==> src/rtl/isa_shared.sv <==
// Operation encodings shared between the ALU and the execute-stage blocks that borrow it.
package isa_shared;
  typedef enum logic [3:0] {
    ALU_NOP  = 4'd0,
    ALU_ADD  = 4'd1,
    ALU_SUB  = 4'd2,
    ALU_AND  = 4'd3,
    ALU_OR   = 4'd4,
    ALU_XOR  = 4'd5,
    ALU_SLL  = 4'd6,
    ALU_SRL  = 4'd7,
    ALU_SRA  = 4'd8,
    ALU_SLT  = 4'd9,
    ALU_SLTU = 4'd10
  } alu_ops_e;
endpackage

==> src/rtl/alu_mul_seq.sv <==
// Iterative shift-add unsigned multiplier that borrows the core ALU adder for DATA_WIDTH cycles.
// Latency: DATA_WIDTH RUN cycles after accept (one cycle for a zero operand); result held until taken.
module alu_mul_seq
  import isa_shared::*;
#(
  parameter int DATA_WIDTH = 32
) (
  input  logic                  clk,
  input  logic                  rst_n,
  input  logic                  flush,
  input  logic                  start_valid,
  output logic                  start_ready,
  input  logic [DATA_WIDTH-1:0] op_a,
  input  logic [DATA_WIDTH-1:0] op_b,
  output logic                  res_valid,
  input  logic                  res_ready,
  output logic [DATA_WIDTH-1:0] prod_lo,
  output logic [DATA_WIDTH-1:0] prod_hi,
  output logic                  busy,
  output logic [DATA_WIDTH-1:0] alu_a,
  output logic [DATA_WIDTH-1:0] alu_b,
  output alu_ops_e              alu_op,
  input  logic [DATA_WIDTH-1:0] alu_result,
  input  logic                  alu_carry
);

  localparam int CW = $clog2(DATA_WIDTH);

  typedef enum logic [1:0] {S_IDLE, S_RUN, S_DONE} state_e;

  state_e                r_state;
  state_e                w_state_nxt;
  logic [DATA_WIDTH-1:0] r_acc;
  logic [DATA_WIDTH-1:0] r_mcand;
  logic [DATA_WIDTH-1:0] r_mplier;
  logic [CW-1:0]         r_count;
  logic                  w_accept;
  logic                  w_zero;
  logic                  w_last;

  assign w_accept = start_valid && start_ready;
  assign w_zero   = (op_a == '0) || (op_b == '0);
  assign w_last   = (r_count == CW'(DATA_WIDTH - 1));

  always_ff @(posedge clk or negedge rst_n) begin
    if (!rst_n) begin
      r_state <= S_IDLE;
    end else begin
      r_state <= w_state_nxt;
    end
  end

  always_comb begin
    w_state_nxt = r_state;
    if (flush) begin
      w_state_nxt = S_IDLE;
    end else begin
      case (r_state)
        S_IDLE:  if (w_accept) w_state_nxt = w_zero ? S_DONE : S_RUN;
        S_RUN:   if (w_last) w_state_nxt = S_DONE;
        S_DONE:  if (res_ready) w_state_nxt = S_IDLE;
        default: w_state_nxt = S_IDLE;
      endcase
    end
  end

  // start_ready drops under flush so a flush-cycle request is never handshaken.
  always_comb begin
    start_ready = 1'b0;
    busy        = 1'b0;
    res_valid   = 1'b0;
    alu_op      = ALU_NOP;
    alu_a       = '0;
    alu_b       = '0;
    case (r_state)
      S_IDLE: start_ready = !flush;
      S_RUN: begin
        busy   = 1'b1;
        alu_op = ALU_ADD;
        alu_a  = r_acc;
        alu_b  = r_mplier[0] ? r_mcand : '0;
      end
      S_DONE:  res_valid = 1'b1;
      default: ;
    endcase
  end

  assign prod_hi = r_acc;
  assign prod_lo = r_mplier;

  // The ALU carry becomes the new acc MSB, so bit DATA_WIDTH of each partial sum survives the shift.
  always_ff @(posedge clk or negedge rst_n) begin
    if (!rst_n) begin
      r_acc    <= '0;
      r_mcand  <= '0;
      r_mplier <= '0;
      r_count  <= '0;
    end else if (flush) begin
      r_count <= '0;
    end else if (w_accept) begin
      r_mcand  <= op_a;
      r_mplier <= w_zero ? '0 : op_b;
      r_acc    <= '0;
      r_count  <= '0;
    end else if (r_state == S_RUN) begin
      {r_acc, r_mplier} <= {alu_carry, alu_result, r_mplier[DATA_WIDTH-1:1]};
      if (!w_last) r_count <= r_count + CW'(1);
    end
  end

endmodule
==> config.mk <==
export PLATFORM = sky130hd
export DESIGN_NAME = alu_mul_seq
export DESIGN_NICKNAME = d
export VERILOG_FILES = /design/src/rtl/isa_shared.sv /design/src/rtl/alu_mul_seq.sv
export SDC_FILE = /design/constraint.sdc
export NUM_CORES = 1
export LEC_CHECK = 0
export CAP_MARGIN = 10
export CORE_MARGIN = 5
export CORE_UTILIZATION = 41
export CTS_CLUSTER_DIAMETER = 40
export CTS_CLUSTER_SIZE = 20
export DETAILED_ROUTE_END_ITERATION = 12
export GPL_ROUTABILITY_DRIVEN = 1
export PLACE_DENSITY = 0.82
export SETUP_SLACK_MARGIN = 0.05
export SYNTH_ARGS = -nofsm -noshare
export SYNTH_HDL_FRONTEND = slang
export SYNTH_SLANG_ARGS = --single-unit
==> constraint.sdc <==
create_clock -name clk -period 2.7 [get_ports clk]
set_clock_uncertainty 0.1 [all_clocks]
set_input_delay 0.405 -clock clk [delete_from_list [all_inputs] [get_ports clk]]
set_output_delay 0.405 -clock clk [all_outputs]
set_load 0.02 [all_outputs]
**Word-level counts from Yosys, hierarchy flattened**

Cells that the tools add are included.

- Add/subtract/negate cells: 1
- Equality and inequality tests: 7
- Mux-type cells: 22
- Bitwise logic cells: 1
- Reduce and logical (&&, ||, !) cells: 12

Operator list:

| operator | number |
|---|---|
| 2-to-1 mux 32 bit | 8 |
| zero test 32 bit | 2 |
| 2-to-1 mux 5 bit | 4 |
| inequality test 3 bit, second input constant | 4 |
| 2-to-1 mux 2 bit | 5 |
| case mux 2 bit (3 select lines) | 1 |
| AND reduction 2 bit | 3 |
| adder 5 x 1 -> 5 bit, second input constant | 1 |
| == test 5 bit, second input constant | 1 |
| 2-to-1 mux 1 bit | 4 |
| AND reduction 3 bit | 1 |
| nonzero test 3 bit | 1 |
| == test 2 x 1 -> 1 bit, second input constant | 1 |
| == test 2 bit, second input constant | 1 |
| zero test 2 bit | 1 |
| nonzero test 2 bit | 1 |
| logical AND 1 bit | 1 |
| zero test 1 bit | 1 |
| logical OR 1 bit | 1 |
| NOT 1 bit | 1 |

- Flip-flop bits (word level): 103
- Input bits: 102
- Output and inout bits: 135
- Word-level logic and storage cells: 48

**Longest topological paths before layout**

Gate-level depths: netlist of the first run.

- Depth after elaboration: 6
- Depth in mapped cells: 7
- Mapped depth without buffers: 7

**Worst setup path before layout of the first run**

No wires, ideal clock.

- Kind: register to output
- Start: reg r_state[0]
- End: out alu_b[14]
- Arrival: 1.408 ns
- Required time: 2.195 ns
- Setup slack: 0.787 ns
- Cell stages (with the launch flop): 6
- Buffers on the path: 3
- Path through: dfrtp_1 -> buf_4 -> nor2b_1 -> clkbuf_1 -> clkbuf_1 -> and3_1

- Longest elaborated chain between the ends: 2

Ends and longest elaborated chain:

| element | RTL line | source |
|---|---|---|
| start, declared | alu_mul_seq.sv:31 | `state_e r_state;` |
| start signal, assigned | alu_mul_seq.sv:49 | `r_state <= w_state_nxt;` |
| == test 2 x 1 -> 1 bit | alu_mul_seq.sv:75 | `case (r_state)` |
| 2-to-1 mux 32 bit | alu_mul_seq.sv:75 |  |
| end, declared | alu_mul_seq.sv:21 | `output logic [DATA_WIDTH-1:0] alu_b,` |

No other way between the ends.

**Worst setup path after layout of the first run**

- Start: reg r_state[1]
- End: out alu_b[6]

The elaborated chain is that of the path after synthesis.

==> results of run 1 <==
cell families (layout without fill, tap and decap cells):
family / after synthesis / after routing / synth area share [%]
simple gates: 227 / 227 / 25.22
flops: 103 / 103 / 54.40
compound gates: 71 / 71 / 14.15
buf+inv: 44 / 266 / 4.647
xor+xnor: 3 / 3 / 0.5546
fa+ha+maj: 2 / 2 / 0.5280
mux: 2 / 2 / 0.4225
other cells: 1 / 3 / 0.07914
cell type report:
cell class / instances / area [µm²] / area share [%]
clock buffer: 15 / 247.7 / 3.331
clock inverter: 1 / 5.005 / 0.06728
inverter: 2 / 7.507 / 0.1009
multi-input combinational: 308 / 1963 / 26.39
sequential: 103 / 2579 / 34.67
tap: 143 / 178.9 / 2.405
timing repair buffer: 248 / 2457 / 33.04
layer usage:
layer  share of wire [%]  vias up
met1                  40     2191
met3                 7.7       31
met5                   0        -
met2                  49      223
met4                 2.8        0
li1                    -     2058
through the flow:
step | utilization, % | hold slack, ns | power [mW] | setup TNS (ns) | setup slack [ns]
global placement | 63.10 | 0.3233 | 3.466 | 0 | 0.1673
global route | 65.42 | 0.3985 | 4.857 | -0.006640 | -0.006640
floorplan | - | 0.009409 | 2.697 | 0 | 0.7866
CTS | 65.42 | 0.3734 | 4.667 | 0 | 0.06676
finish | 65.42 | 0.3703 | 4.626 | 0 | 0.1099
detailed placement | 63.10 | 0.3383 | 3.509 | 0 | 0.1328
critical path, cell delays in order, from the launching register on:
cell	delay, ns
dfrtp_1	0.48
nor2b_4	0.15
buf_4	0.29
and3_1	0.19
clkdlybuf4s50_1	0.64
placed cells by master (no fill, tap or decap), types with 2 or more instances in the layout:
master | netlist | layout
a221o_1 | 31 | 31
mux2i_1 | 2 | 2
buf_4 | 5 | 14
a22oi_1 | 2 | 2
ha_1 | 2 | 2
a22o_1 | 33 | 33
xor2_1 | 2 | 2
and4_1 | 4 | 4
conb_1 | 1 | 3
nor4_1 | 16 | 16
and2_1 | 34 | 34
nor3_1 | 5 | 5
nand2_1 | 97 | 97
dfrtp_1 | 103 | 102
clkbuf_16 | 0 | 9
and3_1 | 64 | 64
clkbuf_1 | 23 | 6
a21o_1 | 2 | 2
clkdlybuf4s50_1 | 0 | 232
inv_1 | 2 | 2
power breakdown:
| group | switching (mW) | internal [mW] |
|---|---|---|
| combinational | 0.710 | 0.752 |
| clock | 0.523 | 0.627 |
| sequential | 0.208 | 1.81 |
sequential cells by signal, summed over array words and instances, names as in the netlist:
register and cells:
r_state 2, prod_hi 32, r_count 5, prod_lo 32, r_mcand 32
path summary, 6_finish.rpt:
path | start | to | slack [ns] | cells after the start
worst max-delay path | r_state[1] | alu_b[6] | 0.11 | 4
worst min-delay path | r_mcand[13] | r_mcand[13] | 0.37 | 2
worst max register to register | r_state[0] | prod_hi[5] | 0.46 | 4
worst min register to register | r_mcand[13] | r_mcand[13] | 0.37 | 2
max in group asynchronous | rst_n | prod_lo[0] | 1.29 | 3
min in group asynchronous | rst_n | prod_hi[7] | 0.51 | 2
repair_timing:
| item | 4_1_cts | 5_1_grt |
|---|---|---|
| pin swaps | 0 | 0 |
| hold buffers | 1 | 0 |
| gates resized for setup | 1 | 0 |
| endpoints found under the hold margin | 41 | 0 |
| setup endpoints to repair | 32 | 21 |
==> out/metrics.yaml, run 1 <==
placement:
  gp_congestion: 0.8780
  dpl-instance-area_um2: 7174
  port_buffers: 233
  dp.cells: 803
  dp_hpwl_mm: 11.30
clock_tree:
  numCtsBuffers: 9
  htree_levels: 3
  cts.clk_slew.worst_paths_ns: 0.06
  post_cts_buffers: 0
  cts_buffer_depth: 2
  cts_num_sinks: 103
  clock_latency_ns: 0.33
  cts_root_buffer: "clkbuf_16"
  cts_tree: "built"
synth:
  ys.warnings.count: 0
  seq_area_frac_synth_pct: 54.40
  async_reset_ff_share_pct: 100.0
  ys_types: 30
  synth_area_um2: 4738
  netlist_top_cells_count: "dfrtp_1, nand2_1, and3_1, and2_1, a22o_1"
  netlist.area_leader.share_pct: 54.40
  ys_seq_elements: 103
  netlist_instances: 453
  synth_edf_count: 0
  synth_flop_cell: "dfrtp_1"
  synth_most_common_cell: "dfrtp_1"
  syn_area_per_cell_um2: 10.46
  synth_largest_area_cell: "dfrtp_1"
  synth_area_leaders: "dfrtp_1, and3_1, nand2_1, a221o_1, a22o_1"
pwr:
  p_leak_nw: 3.485
  powerDensity_nw_per_um2: 621.9
  peakVddDrop_mv: 0.4329
sta:
  hold_viol_final: 0
  max_clock_freq_mhz: 386.1
  period_needed_ns: 2.590
  fin_crit_sh_pct: 95.93
  maxSlewHeadroom_pct: 30.17
  setup_viol: 0
  rsz0062_at_grt: "true"
  slew_viol_final: 0
  worstMarginPinSlew_ns: 1.043
grt:
  grt_first_pass_wirelength_mm: 24.60
  use_met3_pct: 5.815
  grt_max_degree: 45
  overflow: 0
  antenna_found_initial: 0
  met2_usage_pct: 35.25
  grt.total_usage_pct: 21.54
  grt_pass1_vias: 4554
  grt_busiest_layer: "met2"
  gr-usage-met1_pct: 27.38
setup_path:
  crit_path_start_kind: "flip-flop"
  end_kind: "output pin"
  critical_path_class: "flip-flop to output pin"
  arrival_ns: 2.09
  cp_max_fo: 31
  worstPathRequired_ns: 2.19
min_path:
  hold_class: "flip-flop to flip-flop"
die:
  die-area_um2: 13810
  ioPinCount: 237
  fp.dieH_um: 117.5
  core_region_area_um2: 11370
  die_w_um: 117.5
  start_util_pct: 41.67
  rows: 39
cells_and_area:
  drive_gt1_share_pct: 4.727
  final_cells: 820
  area_growth_syn_to_layout_pct: 56.98
  fin_nets: 776
  final_area_um2: 7438
  n_antenna_cell: 0
  nFillCells: 914
detailed_routing:
  first_pass_iters: 5
  num_vias: 4503
  drc: 0
  wl_per_cell_um: 18.51
  postRouteAntennaNets: 0
  viasPerCell: 5.491
  wl_mm: 15.18
  drtIter0Drc: 273
status:
  status: "finished, final reports clean"
run:
  max_cap_violations: 0
Note: power is estimated with default switching activity, not from simulation.
==> inputs of run 2 (changes only) <==
--- a/config.mk
+++ b/config.mk
@@ -6,7 +6,6 @@
 export NUM_CORES = 1
 export LEC_CHECK = 0
 export CAP_MARGIN = 10
-export CORE_MARGIN = 5
 export CORE_UTILIZATION = 41
 export CTS_CLUSTER_DIAMETER = 40
 export CTS_CLUSTER_SIZE = 20
==> out/metrics.yaml, run 2 (synthesized netlist as in run 1, its figures left out) <==
placement:
  dpl_worst_slack_ns: 0.1722
  gp_congestion: 0.8794
  dp_hpwl_mm: 10.38
  port_buffers: 233
  dpl-instance-area_um2: 7183
grt:
  use_met3_pct: 5.157
  gr-usage-met1_pct: 31.18
  grt_first_pass_wirelength_mm: 22.33
  grt_pass1_vias: 4396
  overflow: 0
  grt_busiest_layer: "met2"
  antenna_found_initial: 0
  grt.total_usage_pct: 23.95
  met2_usage_pct: 40.21
  grt_max_degree: 51
clock_tree:
  cts_tree: "built"
  cts.clk_slew.worst_paths_ns: 0.07
  clock_latency_ns: 0.33
  cts_buffer_depth: 2
  htree_levels: 3
  numCtsBuffers: 9
  ctsHoldBuffers: 0
  cts_root_buffer: "clkbuf_16"
  cts_num_sinks: 103
die:
  die_w_um: 109.5
  core_region_area_um2: 11030
  start_util_pct: 42.96
  ioPinCount: 237
  rows: 38
  die-area_um2: 11990
  fp.dieH_um: 109.5
detailed_routing:
  num_vias: 4474
  drc: 0
  postRouteAntennaNets: 0
  first_pass_iters: 4
  wl_mm: 14.36
  wl_per_cell_um: 17.60
  drtIter0Drc: 327
  viasPerCell: 5.483
setup_path:
  crit_start: "r_state[1]"
  end_kind: "output pin"
  arrival_ns: 2.04
  worstPathRequired_ns: 2.19
  r2r-start: "r_state[0]"
  crit_path_start_kind: "flip-flop"
  cp_max_fo: 36
  critical_path_class: "flip-flop to output pin"
sta:
  maxSlewHeadroom_pct: 25.87
  worstMarginPinSlew_ns: 1.108
  fin_tns_setup_ns: 0
  hold_viol_final: 1
  setup_viol: 0
  setup_ws_ns: 0.1583
  slew_viol_final: 0
  rsz0062_at_grt: "false"
  max_clock_freq_mhz: 393.4
  period_needed_ns: 2.542
  fin_crit_sh_pct: 94.14
  hold_ws_ns: -0.0004953
cells_and_area:
  layout_commonest_cell: "clkdlybuf4s50_1"
  final_area_um2: 7496
  n_antenna_cell: 0
  finish.utilization_pct: 67.96
  fin_nets: 775
  area_growth_syn_to_layout_pct: 58.20
  drive_gt1_share_pct: 5.621
  nFillCells: 860
  final_cell_mix: "clkdlybuf4s50_1, dfrtp_1, nand2_1"
pwr:
  p_leak_nw: 3.530
  clkPwrFrac_pct: 27.1
  powerDensity_nw_per_um2: 636.8
  p_sw_share_pct: 30.71
  p_sw_mw: 1.466
  internal_power_mw: 3.307
  pwr-share-seq_pct: 42.4
  combPwrFrac_pct: 30.4
  peakVddDrop_mv: 0.4623
  p_total_mw: 4.774
status:
  violations: "negative hold slack"
  status: "complete, but fails checks"
min_path:
  hold_class: "input port to asynchronous set/reset pin"
run:
  max_cap_violations: 0
run 2: path summary, 6_finish.rpt:
check,to,slack (ns),cells after the start
max in group asynchronous,prod_lo[0],1.69,2
max,alu_b[21],0.16,4
min reg2reg,r_mcand[2],0.37,2
min in group clk,r_mcand[2],0.37,2
max reg2reg,prod_hi[29],0.48,4
min,prod_lo[18],-0.0005,1
run 2: what timing repair did:
action                     in CTS  in global routing
buffers inserted                0                  0
gates resized for setup         1                  4
setup endpoints to repair      32                 56
run 2: per-layer routing:
metal  part of all wire [%]  wire, µm
met4                    1.3       187
met5                      0         0
met3                    7.5      1079
met1                     41      5959
met2                     50      7136
run 2: final cells by class:
cell class / count / area (µm²) / area share (%)
timing repair buffer: 247 / 2470 / 32.95
clock buffer: 11 / 242.7 / 3.238
tap: 140 / 175.2 / 2.337
clock inverter: 5 / 57.56 / 0.7678
inverter: 2 / 7.507 / 0.1002
multi-input combinational: 308 / 1963 / 26.19
sequential: 103 / 2580 / 34.42
run 2: worst max-delay path, stage by stage (launching register included):
cell and delay (ns):
dfrtp_1 0.48, nor2b_4 0.17, buf_6 0.23, and3_1 0.21
clkdlybuf4s50_1 0.61
run 2: power by group through the flow:
stage	clock [mW]	combinational [mW]	sequential, mW
floorplan	0	0.516	2.18
detailed placement	0	1.46	2.05
global route	1.37	1.55	2.06
finish	1.29	1.45	2.03
CTS	1.32	1.46	2.02
global placement	0	1.43	2.03
run 2: per-stage QoR:
stage,cells,hold slack (ns)
finish,816,-0.0004953
global route,816,0.04960
CTS,816,0.02713
detailed placement,800,0.3558
global placement,800,0.3499
floorplan,455,0.009409
==> inputs of run 3 (changes only) <==
--- a/config.mk
+++ b/config.mk
@@ -5,13 +5,14 @@
 export SDC_FILE = /design/constraint.sdc
 export NUM_CORES = 1
 export LEC_CHECK = 0
+export ABC_AREA = 1
 export CAP_MARGIN = 10
-export CORE_UTILIZATION = 41
+export CORE_UTILIZATION = 40
 export CTS_CLUSTER_DIAMETER = 40
 export CTS_CLUSTER_SIZE = 20
 export DETAILED_ROUTE_END_ITERATION = 12
 export GPL_ROUTABILITY_DRIVEN = 1
-export PLACE_DENSITY = 0.82
+export PLACE_DENSITY = 0.77
 export SETUP_SLACK_MARGIN = 0.05
 export SYNTH_ARGS = -nofsm -noshare
 export SYNTH_HDL_FRONTEND = slang
==> out/metrics.yaml, run 3 <==
clock_tree:
  post_cts_buffers: 0
  htree_levels: 3
  cts_buffer_depth: 2
  cts_tree: "built"
  cts_root_buffer: "clkbuf_16"
  numCtsBuffers: 9
  cts.clk_slew.worst_paths_ns: 0.07
  cts_num_sinks: 103
  clock_latency_ns: 0.36
grt:
  grt_busiest_layer: "met2"
  met2_usage_pct: 42.32
  grt_max_degree: 68
  antenna_found_initial: 0
  grt_pass1_vias: 5248
  overflow: 0
  grt.total_usage_pct: 24.44
  gr-usage-met1_pct: 30.74
  grt_first_pass_wirelength_mm: 26.94
  use_met3_pct: 5.814
cells_and_area:
  drive_gt1_share_pct: 4.499
  fin_nets: 1077
  area_growth_syn_to_layout_pct: 55.58
  nFillCells: 1172
  final_cell_mix: "clkdlybuf4s50_1, nor2_1, nand2_1"
  layout_commonest_cell: "clkdlybuf4s50_1"
  finish.utilization_pct: 63.46
  n_antenna_cell: 0
  multiInputGateArea_um2: 2212
  final_area_um2: 8371
  seqCellArea_um2: 2579
  final_cells: 1154
pwr:
  peakVddDrop_mv: 0.5917
  p_leak_nw: 4.552
  p_total_mw: 8.441
  powerDensity_nw_per_um2: 1008
setup_path:
  ff2ff_setup_slack_ns: 0.60
  arrival_ns: 2.03
  r2r-start: "r_state[0]"
  r2r.worst_path.cells: 7
  r2r_end: "prod_lo[24]"
  end_kind: "output pin"
  critical_path_class: "flip-flop to output pin"
  crit_path_start_kind: "flip-flop"
  worstPathRequired_ns: 2.19
  cp_max_fo: 67
placement:
  port_buffers: 233
  gp_congestion: 0.8522
  dp.cells: 1137
  dpl_worst_slack_ns: 0.3450
  dp_hpwl_mm: 11.88
  dpl-instance-area_um2: 7920
synth:
  async_reset_ff_share_pct: 100.0
  ys_types: 24
  syn_area_per_cell_um2: 7.088
  seq_area_frac_synth_pct: 47.91
  netlist.area_leader.share_pct: 47.91
  netlist_instances: 759
  netlist_top_cells_count: "nor2_1, nand2_1, dfrtp_1, inv_1, nand3_1"
  ys_seq_elements: 103
  synth_most_common_cell: "nor2_1"
  synth_flop_cell: "dfrtp_1"
  synth_area_leaders: "dfrtp_1, nor2_1, nand2_1, inv_1, nand3_1"
  ys.warnings.count: 0
  synth_edf_count: 0
  synth_largest_area_cell: "dfrtp_1"
  synth_area_um2: 5380
sta:
  fin_tns_setup_ns: 0
  hold_viol_final: 0
  rsz0062_at_grt: "false"
  max_clock_freq_mhz: 394.7
  maxSlewHeadroom_pct: 51.91
  setup_ws_ns: 0.1667
  slew_viol_final: 0
  worstMarginPinSlew_ns: 0.7213
  hold_ws_ns: 0.3825
  fin_crit_sh_pct: 93.83
  setup_viol: 0
  period_needed_ns: 2.533
die:
  die_w_um: 118.0
  die-area_um2: 13920
  rows: 42
  ioPinCount: 237
  fp.dieH_um: 118.0
  core_region_area_um2: 13190
  start_util_pct: 40.79
detailed_routing:
  viasPerCell: 4.838
  drc: 0
  first_pass_iters: 5
  drtIter0Drc: 416
  wl_per_cell_um: 14.44
  postRouteAntennaNets: 0
  wl_mm: 16.66
  num_vias: 5583
min_path:
  hold_class: "flip-flop to flip-flop"
  hold_end: "r_mcand[25]"
  holdPathStages: 2
  holdCritStartpoint: "r_mcand[25]"
status:
  status: "finished, final reports clean"
run:
  max_cap_violations: 0
==> run 3: changes by cell type after synthesis, sizes merged, moves of 13 or more <==
| cell | previous run | this run |
|---|---|---|
| clkbuf | 23 | 36 |
| and2 | 34 | 0 |
| inv | 2 | 104 |
| o21ai | 1 | 56 |
| a221o | 31 | 0 |
| a22o | 33 | 0 |
| nor2 | 1 | 170 |
| a21oi | 0 | 65 |
| and3 | 64 | 0 |
| nand3 | 0 | 73 |
| nor4 | 16 | 0 |
| nand2 | 98 | 127 |
==> run 3: worst max-delay path, stage by stage, from the launching register on <==
cell and delay (ns):
dfrtp_2 0.35, buf_4 0.55, nor2_1 0.18, clkdlybuf4s50_1 0.58
==> run 3: layer usage <==
layer | vias up | wire, µm | part of all wire, %
li1 | 2782 | - | -
met1 | 2588 | 7132 | 43
met2 | 204 | 8438 | 51
met3 | 9 | 933 | 5.6
met4 | 0 | 155 | 0.93
met5 | - | 0 | 0
==> run 3: repair_timing <==
action / in CTS / in global routing
resized for setup: 5 / 47
hold buffers: 1 / 0
endpoints found under the setup margin: 5 / 47
hold endpoints to repair: 26 / 0
==> run 3: kinds of logic after synthesis <==
logic type / synth area share, %
AND/OR/NAND/NOR: 28.86
AO/OA/AOI/OAI: 11.58
adder cells (fa/ha/maj): 0.4650
other: 0.06970
buffers and inverters: 11.12
flip-flops: 47.91
==> run 3: final cells by class <==
class                           count  share of cell area [%]
Inverter                          105                   4.709
Clock inverter                      7                   1.241
Timing Repair Buffer              249                   31.49
Tap cell                          176                   2.631
Clock buffer                        9                   2.691
Multi-Input combinational cell    505                   26.43
Sequential cell                   103                   30.81
==> run 3: power by group <==
| group | internal [mW] | switching (mW) | total, mW | leakage [nW] |
|---|---|---|---|---|
| clock | 0.824 | 0.633 | 1.46 | 0.154 |
| sequential | 2.26 | 0.462 | 2.72 | 1.29 |
| combinational | 1.82 | 2.44 | 4.27 | 3.11 |
| total | 4.90 | 3.54 | 8.44 | 4.55 |
==> run 3: how the worst max path moves through the flow <==
stage	start	endpoint	cells past startpoint	slack [ns]
global route	r_state[0]	res_valid	3	0.05
floorplan	r_state[0]	alu_b[10]	5	0.86
detailed placement	flush	prod_lo[24]	8	0.35
finish	r_state[0]	res_valid	3	0.17
global placement	flush	start_ready	5	0.39
CTS	r_state[1]	alu_a[5]	5	0.05
